### config.mk
export PLATFORM = sky130hd
export DESIGN_NAME = msk_op_sequencer_flat
export DESIGN_NICKNAME = d
export VERILOG_FILES = /design/src/rtl/msk_op_sequencer_pkg.sv /design/src/rtl/msk_op_sequencer_if.sv /design/src/rtl/msk_op_sequencer_rr_arb2.sv /design/src/rtl/msk_op_sequencer.sv /design/src/flat_wrapper.sv
export SDC_FILE = /design/constraint.sdc
export NUM_CORES = 1
export LEC_CHECK = 0
export CORE_AREA = 2 2 208 210
export DETAILED_ROUTE_END_ITERATION = 7
export DIE_AREA = 0 0 210 212
export SLEW_MARGIN = 20
export SYNTH_ARGS = -nofsm -noshare
export SYNTH_HDL_FRONTEND = slang
export SYNTH_SLANG_ARGS = --single-unit
### constraint.sdc
create_clock -name g_clk -period 3.2 [get_ports g_clk]
set_clock_uncertainty 0.1 [all_clocks]
set_input_delay 0.64 -clock g_clk [delete_from_list [all_inputs] [get_ports g_clk]]
set_output_delay 0.64 -clock g_clk [all_outputs]
set_load 0.1 [all_outputs]
### src/rtl/msk_op_sequencer_pkg.sv
// Shared types and helpers for the masked-op sequencer.
// Contents:
//   msk_op_t    - 4-bit opcode of the masked bitwise/shift unit (codes 9..15 illegal)
//   state_t     - sequencer FSM states
//   op_legal    - 1 when the opcode is one the unit implements
//   op_onehot   - 9-bit one-hot unit opcode, bit n set for opcode n, zero for illegal codes
package msk_seq_pkg;

    typedef enum logic [3:0] {
        OP_NOT     = 4'd0,
        OP_AND     = 4'd1,
        OP_XOR     = 4'd2,
        OP_IOR     = 4'd3,
        OP_SLLI    = 4'd4,
        OP_SRLI    = 4'd5,
        OP_RORI    = 4'd6,
        OP_BMASK   = 4'd7,
        OP_BREMASK = 4'd8
    } msk_op_t;

    typedef enum logic [1:0] {
        ST_IDLE  = 2'd0,
        ST_BUSY  = 2'd1,
        ST_RESP  = 2'd2,
        ST_FLUSH = 2'd3
    } state_t;

    function automatic logic op_legal(input msk_op_t op);
        return (4'(op) <= 4'd8);
    endfunction

    function automatic logic [8:0] op_onehot(input msk_op_t op);
        logic [8:0] oh;
        case (op)
            OP_NOT:     oh = 9'h001;
            OP_AND:     oh = 9'h002;
            OP_XOR:     oh = 9'h004;
            OP_IOR:     oh = 9'h008;
            OP_SLLI:    oh = 9'h010;
            OP_SRLI:    oh = 9'h020;
            OP_RORI:    oh = 9'h040;
            OP_BMASK:   oh = 9'h080;
            OP_BREMASK: oh = 9'h100;
            default:    oh = 9'h000;
        endcase
        return oh;
    endfunction

endpackage

### src/rtl/msk_op_sequencer_if.sv
// Bus between the sequencer and the masked bitwise/shift unit.
//   valid/op/rs*_s*  : operation request with operand shares (sequencer -> unit)
//   flush/prng_update: pipeline flush and randomness refresh strobes (sequencer -> unit)
//   ready/rd_s*      : completion and result shares (unit -> sequencer)
// master = sequencer side, slave = unit side.
interface msk_unit_if #(
    parameter int XLEN = 32
);
    logic            valid;
    logic            flush;
    logic            prng_update;
    logic [8:0]      op;
    logic [XLEN-1:0] rs1_s0;
    logic [XLEN-1:0] rs1_s1;
    logic [XLEN-1:0] rs2_s0;
    logic [XLEN-1:0] rs2_s1;
    logic            ready;
    logic [XLEN-1:0] rd_s0;
    logic [XLEN-1:0] rd_s1;

    modport master (
        output valid, flush, prng_update, op, rs1_s0, rs1_s1, rs2_s0, rs2_s1,
        input  ready, rd_s0, rd_s1
    );

    modport slave (
        input  valid, flush, prng_update, op, rs1_s0, rs1_s1, rs2_s0, rs2_s1,
        output ready, rd_s0, rd_s1
    );
endinterface

### src/rtl/msk_op_sequencer_rr_arb2.sv
// Two-way round-robin arbiter.
//   clk, rst : clock, synchronous active-high reset (pointer favours requester 0)
//   req      : request vector
//   advance  : a grant was consumed this cycle; pointer moves to the other requester
//   gnt      : one-hot or zero grant (combinational)
module msk_rr_arb2 (
    input  logic       clk,
    input  logic       rst,
    input  logic [1:0] req,
    input  logic       advance,
    output logic [1:0] gnt
);
    // ptr_r = 0 favours requester 0 on a tie, 1 favours requester 1
    logic ptr_r;

    // Grant decode: a lone requester always wins, a tie goes to the pointer
    always_comb begin
        case (req)
            2'b01:   gnt = 2'b01;
            2'b10:   gnt = 2'b10;
            2'b11:   gnt = ptr_r ? 2'b10 : 2'b01;
            default: gnt = 2'b00;
        endcase
    end

    // Pointer update: after a consumed grant, favour the requester that lost
    always_ff @(posedge clk) begin
        if (rst) begin
            ptr_r <= 1'b0;
        end else if (advance && (gnt != 2'b00)) begin
            ptr_r <= gnt[0];
        end
    end
endmodule

### src/rtl/msk_op_sequencer.sv
// Front-end controller for the masked bitwise/shift unit.
// Arbitrates between core issue (requester 0) and the remask engine (requester 1),
// runs one op at a time on the unit, returns the result with the requester id and
// then spends one cycle flushing the unit and refreshing its PRNG.
//   g_clk, g_reset          : clock, synchronous active-high reset
//   rq_valid/rq_ready       : per-requester handshake (ready one-hot or zero, IDLE only)
//   rq_op, rq_rs*_s*        : per-requester opcode and operand shares, requester n in slice n
//   u                       : unit bus (master side)
//   rsp_valid/rsp_ready     : response handshake
//   rsp_id/rsp_err/rsp_rd_* : requester id, timeout/illegal-op flag, result shares
module msk_op_sequencer
    import msk_seq_pkg::*;
#(
    parameter int XLEN    = 32,
    parameter int TIMEOUT = 64
) (
    input  logic              g_clk,
    input  logic              g_reset,
    input  logic [1:0]        rq_valid,
    output logic [1:0]        rq_ready,
    input  logic [7:0]        rq_op,
    input  logic [2*XLEN-1:0] rq_rs1_s0,
    input  logic [2*XLEN-1:0] rq_rs1_s1,
    input  logic [2*XLEN-1:0] rq_rs2_s0,
    input  logic [2*XLEN-1:0] rq_rs2_s1,
    msk_unit_if.master        u,
    output logic              rsp_valid,
    input  logic              rsp_ready,
    output logic              rsp_id,
    output logic              rsp_err,
    output logic [XLEN-1:0]   rsp_rd_s0,
    output logic [XLEN-1:0]   rsp_rd_s1
);
    localparam int CW = $clog2(TIMEOUT + 1);

    state_t          state_r;
    logic [CW-1:0]   cnt_r;
    logic            u_valid_r;
    logic            flush_r;
    logic            prng_r;
    logic [8:0]      u_op_r;
    logic [XLEN-1:0] u_rs1_s0_r, u_rs1_s1_r, u_rs2_s0_r, u_rs2_s1_r;
    logic            rsp_valid_r, rsp_id_r, rsp_err_r;
    logic [XLEN-1:0] rsp_rd_s0_r, rsp_rd_s1_r;

    logic [1:0]      gnt_s;
    logic            gid_s;
    logic            hs_s;
    msk_op_t         sel_op_s;
    logic [XLEN-1:0] sel_rs1_s0_s, sel_rs1_s1_s, sel_rs2_s0_s, sel_rs2_s1_s;
    logic [XLEN-1:0] shp_rs2_s0_s, shp_rs2_s1_s;

    msk_rr_arb2 u_arb (
        .clk     (g_clk),
        .rst     (g_reset),
        .req     (rq_valid),
        .advance (hs_s),
        .gnt     (gnt_s)
    );

    // Handshake happens only in IDLE; any valid request produces a grant there
    assign hs_s = (state_r == ST_IDLE) && (gnt_s != 2'b00);

    // Accept strobe: the arbiter grant, exposed only while IDLE
    always_comb begin
        if (state_r == ST_IDLE) begin
            rq_ready = gnt_s;
        end else begin
            rq_ready = 2'b00;
        end
    end

    // Select the granted requester's opcode and operand slice
    always_comb begin
        gid_s = gnt_s[1];
        if (gid_s) begin
            sel_op_s     = msk_op_t'(rq_op[7:4]);
            sel_rs1_s0_s = rq_rs1_s0[2*XLEN-1:XLEN];
            sel_rs1_s1_s = rq_rs1_s1[2*XLEN-1:XLEN];
            sel_rs2_s0_s = rq_rs2_s0[2*XLEN-1:XLEN];
            sel_rs2_s1_s = rq_rs2_s1[2*XLEN-1:XLEN];
        end else begin
            sel_op_s     = msk_op_t'(rq_op[3:0]);
            sel_rs1_s0_s = rq_rs1_s0[XLEN-1:0];
            sel_rs1_s1_s = rq_rs1_s1[XLEN-1:0];
            sel_rs2_s0_s = rq_rs2_s0[XLEN-1:0];
            sel_rs2_s1_s = rq_rs2_s1[XLEN-1:0];
        end
    end

    // Operand 2 shaping: shift amounts are public (share 0 low bits only),
    // unary ops get no second operand so no stale share reaches the unit
    always_comb begin
        case (sel_op_s)
            OP_SLLI, OP_SRLI, OP_RORI: begin
                shp_rs2_s0_s = {{(XLEN-5){1'b0}}, sel_rs2_s0_s[4:0]};
                shp_rs2_s1_s = {XLEN{1'b0}};
            end
            OP_NOT, OP_BMASK, OP_BREMASK: begin
                shp_rs2_s0_s = {XLEN{1'b0}};
                shp_rs2_s1_s = {XLEN{1'b0}};
            end
            default: begin
                shp_rs2_s0_s = sel_rs2_s0_s;
                shp_rs2_s1_s = sel_rs2_s1_s;
            end
        endcase
    end

    // Sequencer FSM with registered unit-side and response-side outputs
    always_ff @(posedge g_clk) begin
        if (g_reset) begin
            state_r     <= ST_IDLE;
            cnt_r       <= {CW{1'b0}};
            u_valid_r   <= 1'b0;
            flush_r     <= 1'b0;
            prng_r      <= 1'b0;
            u_op_r      <= 9'h000;
            u_rs1_s0_r  <= {XLEN{1'b0}};
            u_rs1_s1_r  <= {XLEN{1'b0}};
            u_rs2_s0_r  <= {XLEN{1'b0}};
            u_rs2_s1_r  <= {XLEN{1'b0}};
            rsp_valid_r <= 1'b0;
            rsp_id_r    <= 1'b0;
            rsp_err_r   <= 1'b0;
            rsp_rd_s0_r <= {XLEN{1'b0}};
            rsp_rd_s1_r <= {XLEN{1'b0}};
        end else begin
            case (state_r)
                ST_IDLE: begin
                    if (hs_s) begin
                        rsp_id_r <= gid_s;
                        if (op_legal(sel_op_s)) begin
                            state_r    <= ST_BUSY;
                            cnt_r      <= CW'(1);
                            u_valid_r  <= 1'b1;
                            u_op_r     <= op_onehot(sel_op_s);
                            u_rs1_s0_r <= sel_rs1_s0_s;
                            u_rs1_s1_r <= sel_rs1_s1_s;
                            u_rs2_s0_r <= shp_rs2_s0_s;
                            u_rs2_s1_r <= shp_rs2_s1_s;
                        end else begin
                            // Illegal opcode: answer with an error, never touch the unit
                            state_r     <= ST_RESP;
                            rsp_valid_r <= 1'b1;
                            rsp_err_r   <= 1'b1;
                            rsp_rd_s0_r <= {XLEN{1'b0}};
                            rsp_rd_s1_r <= {XLEN{1'b0}};
                        end
                    end
                end
                ST_BUSY: begin
                    // u_ready takes priority over the timeout in the same cycle
                    if (u.ready || (cnt_r == CW'(TIMEOUT))) begin
                        state_r     <= ST_RESP;
                        rsp_valid_r <= 1'b1;
                        rsp_err_r   <= ~u.ready;
                        rsp_rd_s0_r <= u.ready ? u.rd_s0 : {XLEN{1'b0}};
                        rsp_rd_s1_r <= u.ready ? u.rd_s1 : {XLEN{1'b0}};
                        u_valid_r   <= 1'b0;
                        u_op_r      <= 9'h000;
                        u_rs1_s0_r  <= {XLEN{1'b0}};
                        u_rs1_s1_r  <= {XLEN{1'b0}};
                        u_rs2_s0_r  <= {XLEN{1'b0}};
                        u_rs2_s1_r  <= {XLEN{1'b0}};
                    end else begin
                        cnt_r <= cnt_r + CW'(1);
                    end
                end
                ST_RESP: begin
                    if (rsp_ready) begin
                        state_r     <= ST_FLUSH;
                        rsp_valid_r <= 1'b0;
                        flush_r     <= 1'b1;
                        prng_r      <= 1'b1;
                    end
                end
                ST_FLUSH: begin
                    state_r <= ST_IDLE;
                    flush_r <= 1'b0;
                    prng_r  <= 1'b0;
                end
                default: begin
                    state_r <= ST_IDLE;
                end
            endcase
        end
    end

    assign u.valid       = u_valid_r;
    assign u.flush       = g_reset | flush_r;
    assign u.prng_update = prng_r;
    assign u.op          = u_op_r;
    assign u.rs1_s0      = u_rs1_s0_r;
    assign u.rs1_s1      = u_rs1_s1_r;
    assign u.rs2_s0      = u_rs2_s0_r;
    assign u.rs2_s1      = u_rs2_s1_r;

    assign rsp_valid = rsp_valid_r;
    assign rsp_id    = rsp_id_r;
    assign rsp_err   = rsp_err_r;
    assign rsp_rd_s0 = rsp_rd_s0_r;
    assign rsp_rd_s1 = rsp_rd_s1_r;
endmodule

### src/flat_wrapper.sv
// flat-port wrapper written by rule: the top's interface ports become plain ports
module msk_op_sequencer_flat import msk_seq_pkg::*;
#(
    parameter int XLEN    = 32,
    parameter int TIMEOUT = 64
)
  (g_clk, g_reset, rq_valid, rq_ready, rq_op, rq_rs1_s0, rq_rs1_s1, rq_rs2_s0, rq_rs2_s1, rsp_valid, rsp_ready, rsp_id, rsp_err, rsp_rd_s0, rsp_rd_s1, u_valid, u_flush, u_prng_update, u_op, u_rs1_s0, u_rs1_s1, u_rs2_s0, u_rs2_s1, u_ready, u_rd_s0, u_rd_s1);
  msk_unit_if #(.XLEN(XLEN)) u_i ();
  input  logic g_clk;
  input  logic g_reset;
  input  logic [1:0] rq_valid;
  output logic [1:0] rq_ready;
  input  logic [7:0] rq_op;
  input  logic [2*XLEN-1:0] rq_rs1_s0;
  input  logic [2*XLEN-1:0] rq_rs1_s1;
  input  logic [2*XLEN-1:0] rq_rs2_s0;
  input  logic [2*XLEN-1:0] rq_rs2_s1;
  output logic rsp_valid;
  input  logic rsp_ready;
  output logic rsp_id;
  output logic rsp_err;
  output logic [XLEN-1:0] rsp_rd_s0;
  output logic [XLEN-1:0] rsp_rd_s1;
  output wire logic [$bits(u_i.valid)-1:0] u_valid;
  output wire logic [$bits(u_i.flush)-1:0] u_flush;
  output wire logic [$bits(u_i.prng_update)-1:0] u_prng_update;
  output wire logic [$bits(u_i.op)-1:0] u_op;
  output wire logic [$bits(u_i.rs1_s0)-1:0] u_rs1_s0;
  output wire logic [$bits(u_i.rs1_s1)-1:0] u_rs1_s1;
  output wire logic [$bits(u_i.rs2_s0)-1:0] u_rs2_s0;
  output wire logic [$bits(u_i.rs2_s1)-1:0] u_rs2_s1;
  input wire logic [$bits(u_i.ready)-1:0] u_ready;
  input wire logic [$bits(u_i.rd_s0)-1:0] u_rd_s0;
  input wire logic [$bits(u_i.rd_s1)-1:0] u_rd_s1;
  assign u_valid = u_i.valid;
  assign u_flush = u_i.flush;
  assign u_prng_update = u_i.prng_update;
  assign u_op = u_i.op;
  assign u_rs1_s0 = u_i.rs1_s0;
  assign u_rs1_s1 = u_i.rs1_s1;
  assign u_rs2_s0 = u_i.rs2_s0;
  assign u_rs2_s1 = u_i.rs2_s1;
  assign u_i.ready = u_ready;
  assign u_i.rd_s0 = u_rd_s0;
  assign u_i.rd_s1 = u_rd_s1;
  msk_op_sequencer #(.XLEN(XLEN), .TIMEOUT(TIMEOUT)) u_core (.g_clk(g_clk), .g_reset(g_reset), .rq_valid(rq_valid), .rq_ready(rq_ready), .rq_op(rq_op), .rq_rs1_s0(rq_rs1_s0), .rq_rs1_s1(rq_rs1_s1), .rq_rs2_s0(rq_rs2_s0), .rq_rs2_s1(rq_rs2_s1), .u(u_i), .rsp_valid(rsp_valid), .rsp_ready(rsp_ready), .rsp_id(rsp_id), .rsp_err(rsp_err), .rsp_rd_s0(rsp_rd_s0), .rsp_rd_s1(rsp_rd_s1));
endmodule
==> metrics.md <==
| Metric | Value |
|---|---|
| Ys Warns | `0` |
| Status | `finished, final reports clean` |
| Nets@finish | `1629` |
| N_diodes | `0` |
| Via count | `8237` |
| Synth Flop Type | `dfxtp_1` |
| Cells after DPL | `around 1800` |
| H-tree depth | `1` |
| Synthesized area | `approximately 8600 um^2` |
| First-pass GRT wire length | `around 49 mm` |
| Layout area overhead | `75.9%` |
| CP required | `2.46 ns` |
| Critical Path Max Stage Delay | `about 0.49 ns` |
| Fin. Hold Viols | `0` |
| Drt first pass iters | `4` |
| Buf/Inv on CP | `2` |
| Placed cell area | `between 10000 and 15000 um^2` |
| Total CTS buffers | `26` |
| Core area | `42500 um^2` |
| Static leakage | `6.45 nW` |
| CP top delay family | `buffers and inverters` |
| CTS tree | `built` |
| Largest net degree at the start of global routing | `68` |
| Worst-margin pin slew | `0.525 ns` |
| Final number of max-transition violations | `0` |
| WP data arrival | `2.02 ns` |
| Startpoint Class | `primary input` |
| Seq cells post-synth | `216` |
| Synth cell types | `51` |
| Total gr overflow | `0` |
| Drc violations | `0` |
| CP max FO | `6` |
| Postcts setup bufs | `0` |
| Initial Util | `20.2%` |
| Grt met1 use | `17.3%` |
| Worst Hold Class | `reg2reg` |
| Resized cells post-CTS | `0` |
| Slowest cell on crit path | `clkdlybuf4s50_1` |
| Fin crit share | `86.2%` |
| Max clock buf depth | `3` |
| Number of flops mapped to enable cells by yosys | `0` |
| Post-Layout Cell Count | `1854` |
| Detailed Place HPWL | `26.1 mm` |
| 1st-iter DRT viols | `333` |
| Finish-stage setup viols | `0` |
| Clock-pin slew of the registers on the worst-case setup and hold paths | `0.05 ns` |
| Crit Path Class | `in2out` |
| Slew headroom | `between 60% and 70%` |
| I/O pins | `543` |
| CTS Root Cell | `clkbuf_16` |
| Routed WL | `approximately 34 mm` |
| Port Buffers | `~540` |
| Die Area | `around 45000 um^2` |
| Crit path time final | `2.76 ns` |
| GP Congestion | `0.841` |
| Synth async-reset ratio | `0%` |
| Post-route cell area | `15100 um^2` |
| Cells after synthesis | `753` |
| Fmax | `roughly 0.36 GHz` |
| Register area share after synthesis | `50.3%` |
| Power density over the cells | `863 nW/um^2` |
| Vias in the first global route | `8210` |
| Max-Cap Viols | `0` |
| Top cell type's share of synthesized area | `50.3%` |
| Gr busiest metal | `met2` |
| Synth area leader | `dfxtp_1` |
| Overall Global Routing Usage | `approximately 14%` |
| Met3 usage | `2.94%` |
| Row cnt | `76` |
| Hold_buf cts | `0` |
| Worst skew pair latency | `0.55 ns` |
| Synth area leaders | `dfxtp_1, mux2i_1, o2bb2ai_1` |
| Fin Setup TNS | `0 ns` |
| Chip height | `around 210 um` |
| Total power | `13.0 mW` |
| Vias per Instance | `4.44` |
| Routed length per instance | `18.5 um` |
| GR met2 Demand/Resource | `approximately a quarter` |
| Synthesized area per cell | `11.4 um^2` |
| Clock sinks | `216` |
| Critical Path Sink Type | `primary output` |
| Layout cells sized above 1 | `22.8%` |
| Critical path, cell by cell | `clkdlybuf4s50_1 > nand2b_1 > nand2_8 > nor2_2 > buf_12` |
| RSZ-0062 raised after global routing | `no` |
| Die X | `~210 um` |
| Net count after synthesis | `approximately 1100` |
| Fill cells | `4224` |
| Peak supply drop | `0.403 mV` |
| Initial antenna violation count | `1` |
| Routed Antenna Nets | `0` |
==> synth_stat cells, drive strengths merged, types with 2 or more instances <==
master   count
dfxtp      216
mux2i      133
o2bb2ai    128
a22o        68
buf         45
a21oi       24
nand2       18
clkbuf      15
o21ai       11
nor2         9
inv          8
nor3         8
nor2b        7
ha           6
nand2b       6
or4          6
a211oi       4
nand3        4
nand4        4
o31ai        4
a311oi       3
or3          3
a21o         2
and4         2
nand4b       2
o211ai       2
==> routing by layer <==
layer / vias up / routed length (um)
met5: - / 17
met4: 2 / 843
met3: 56 / 2340
met2: 325 / 16800
met1: 3862 / 14200
li1: 3992 / -
==> cells by family (layout without fill, tap and decap cells) <==
kind of cell	after synthesis	after routing	synth area share, %
flops	216	216	50.3
fa+ha+maj	6	6	0.874
buf+inv	68	623	3.87
simple gates	76	76	5.19
mux	133	133	15.5
compound gates	254	254	24.2
==> sequential cells by signal, indices dropped and copies added, names as in the netlist, 2 cells and up <==
signal	flops
u_core.cnt_r	7
u_core.u.rs2_s1	32
u_core.rsp_rd_s1	32
u_core.u.rs1_s1	32
u_core.rsp_rd_s0	32
u_core.u.rs1_s0	32
u_core.state_r	2
u_core.u.op	9
u_core.u.rs2_s0	32
==> stage by stage <==
step | hold WS, ns | setup WS [ns] | utilization (%)
after floorplan | 0.347 | 0.167 | -
after global placement | 0.342 | 0.251 | 33.6
after detailed placement | 0.348 | 0.224 | 33.6
after CTS | 0.366 | 0.442 | 35.6
after global routing | 0.372 | 0.234 | 35.6
final | 0.363 | 0.441 | 35.6
==> area by class of cell <==
class                      instances  area [um^2]  area share (%)
timing repair buffer             568         5250            34.7
sequential                       216         4320            28.6
multi-input combinational        469         3980            26.3
clock buffer                      35          764            5.06
tap                              546          683            4.52
clock inverter                    12         83.8           0.555
inverter                           8         30.0           0.199
==> where the power goes <==
part           switching (mW)  internal [mW]  leakage, nW
clock                    1.20           1.67        0.410
sequential              0.296           3.21         1.76
combinational            5.03           1.63         4.28
==> placed cells by master, fill, tap and decap left out, drive strengths merged, types with 2 or more instances in the layout <==
master | synthesis | layout
clkdlybuf4s50 | 0 | 333
buf | 45 | 235
dfxtp | 216 | 216
mux2i | 133 | 133
o2bb2ai | 128 | 128
a22o | 68 | 68
clkbuf | 15 | 35
a21oi | 24 | 24
nand2 | 18 | 18
o21ai | 11 | 11
nor2 | 9 | 9
inv | 8 | 8
nor3 | 8 | 8
nor2b | 7 | 7
clkinv | 0 | 7
nand2b | 6 | 6
or4 | 6 | 6
ha | 6 | 6
clkinvlp | 0 | 5
nand4 | 4 | 4
a211oi | 4 | 4
o31ai | 4 | 4
nand3 | 4 | 4
a311oi | 3 | 3
or3 | 3 | 3
o211ai | 2 | 2
nand4b | 2 | 2
and4 | 2 | 2
a21o | 2 | 2
==> final timing paths <==
| check | startpoint | end | slack [ns] | cells after the start |
|---|---|---|---|---|
| worst max-delay path | rq_valid[0] | rq_ready[1] | 0.44 | 5 |
| worst min-delay path | u_core.u.rs2_s1[30]$_SDFFE_PP0P_ | u_core.u.rs2_s1[30]$_SDFFE_PP0P_ | 0.36 | 1 |
| worst max register to register | u_core.state_r[0]$_SDFFE_PP0P_ | u_core.u.rs2_s0[22]$_SDFFE_PP0P_ | 0.50 | 8 |
| worst min register to register | u_core.u.rs2_s1[30]$_SDFFE_PP0P_ | u_core.u.rs2_s1[30]$_SDFFE_PP0P_ | 0.36 | 1 |
Power figures use the tool's default switching activity.
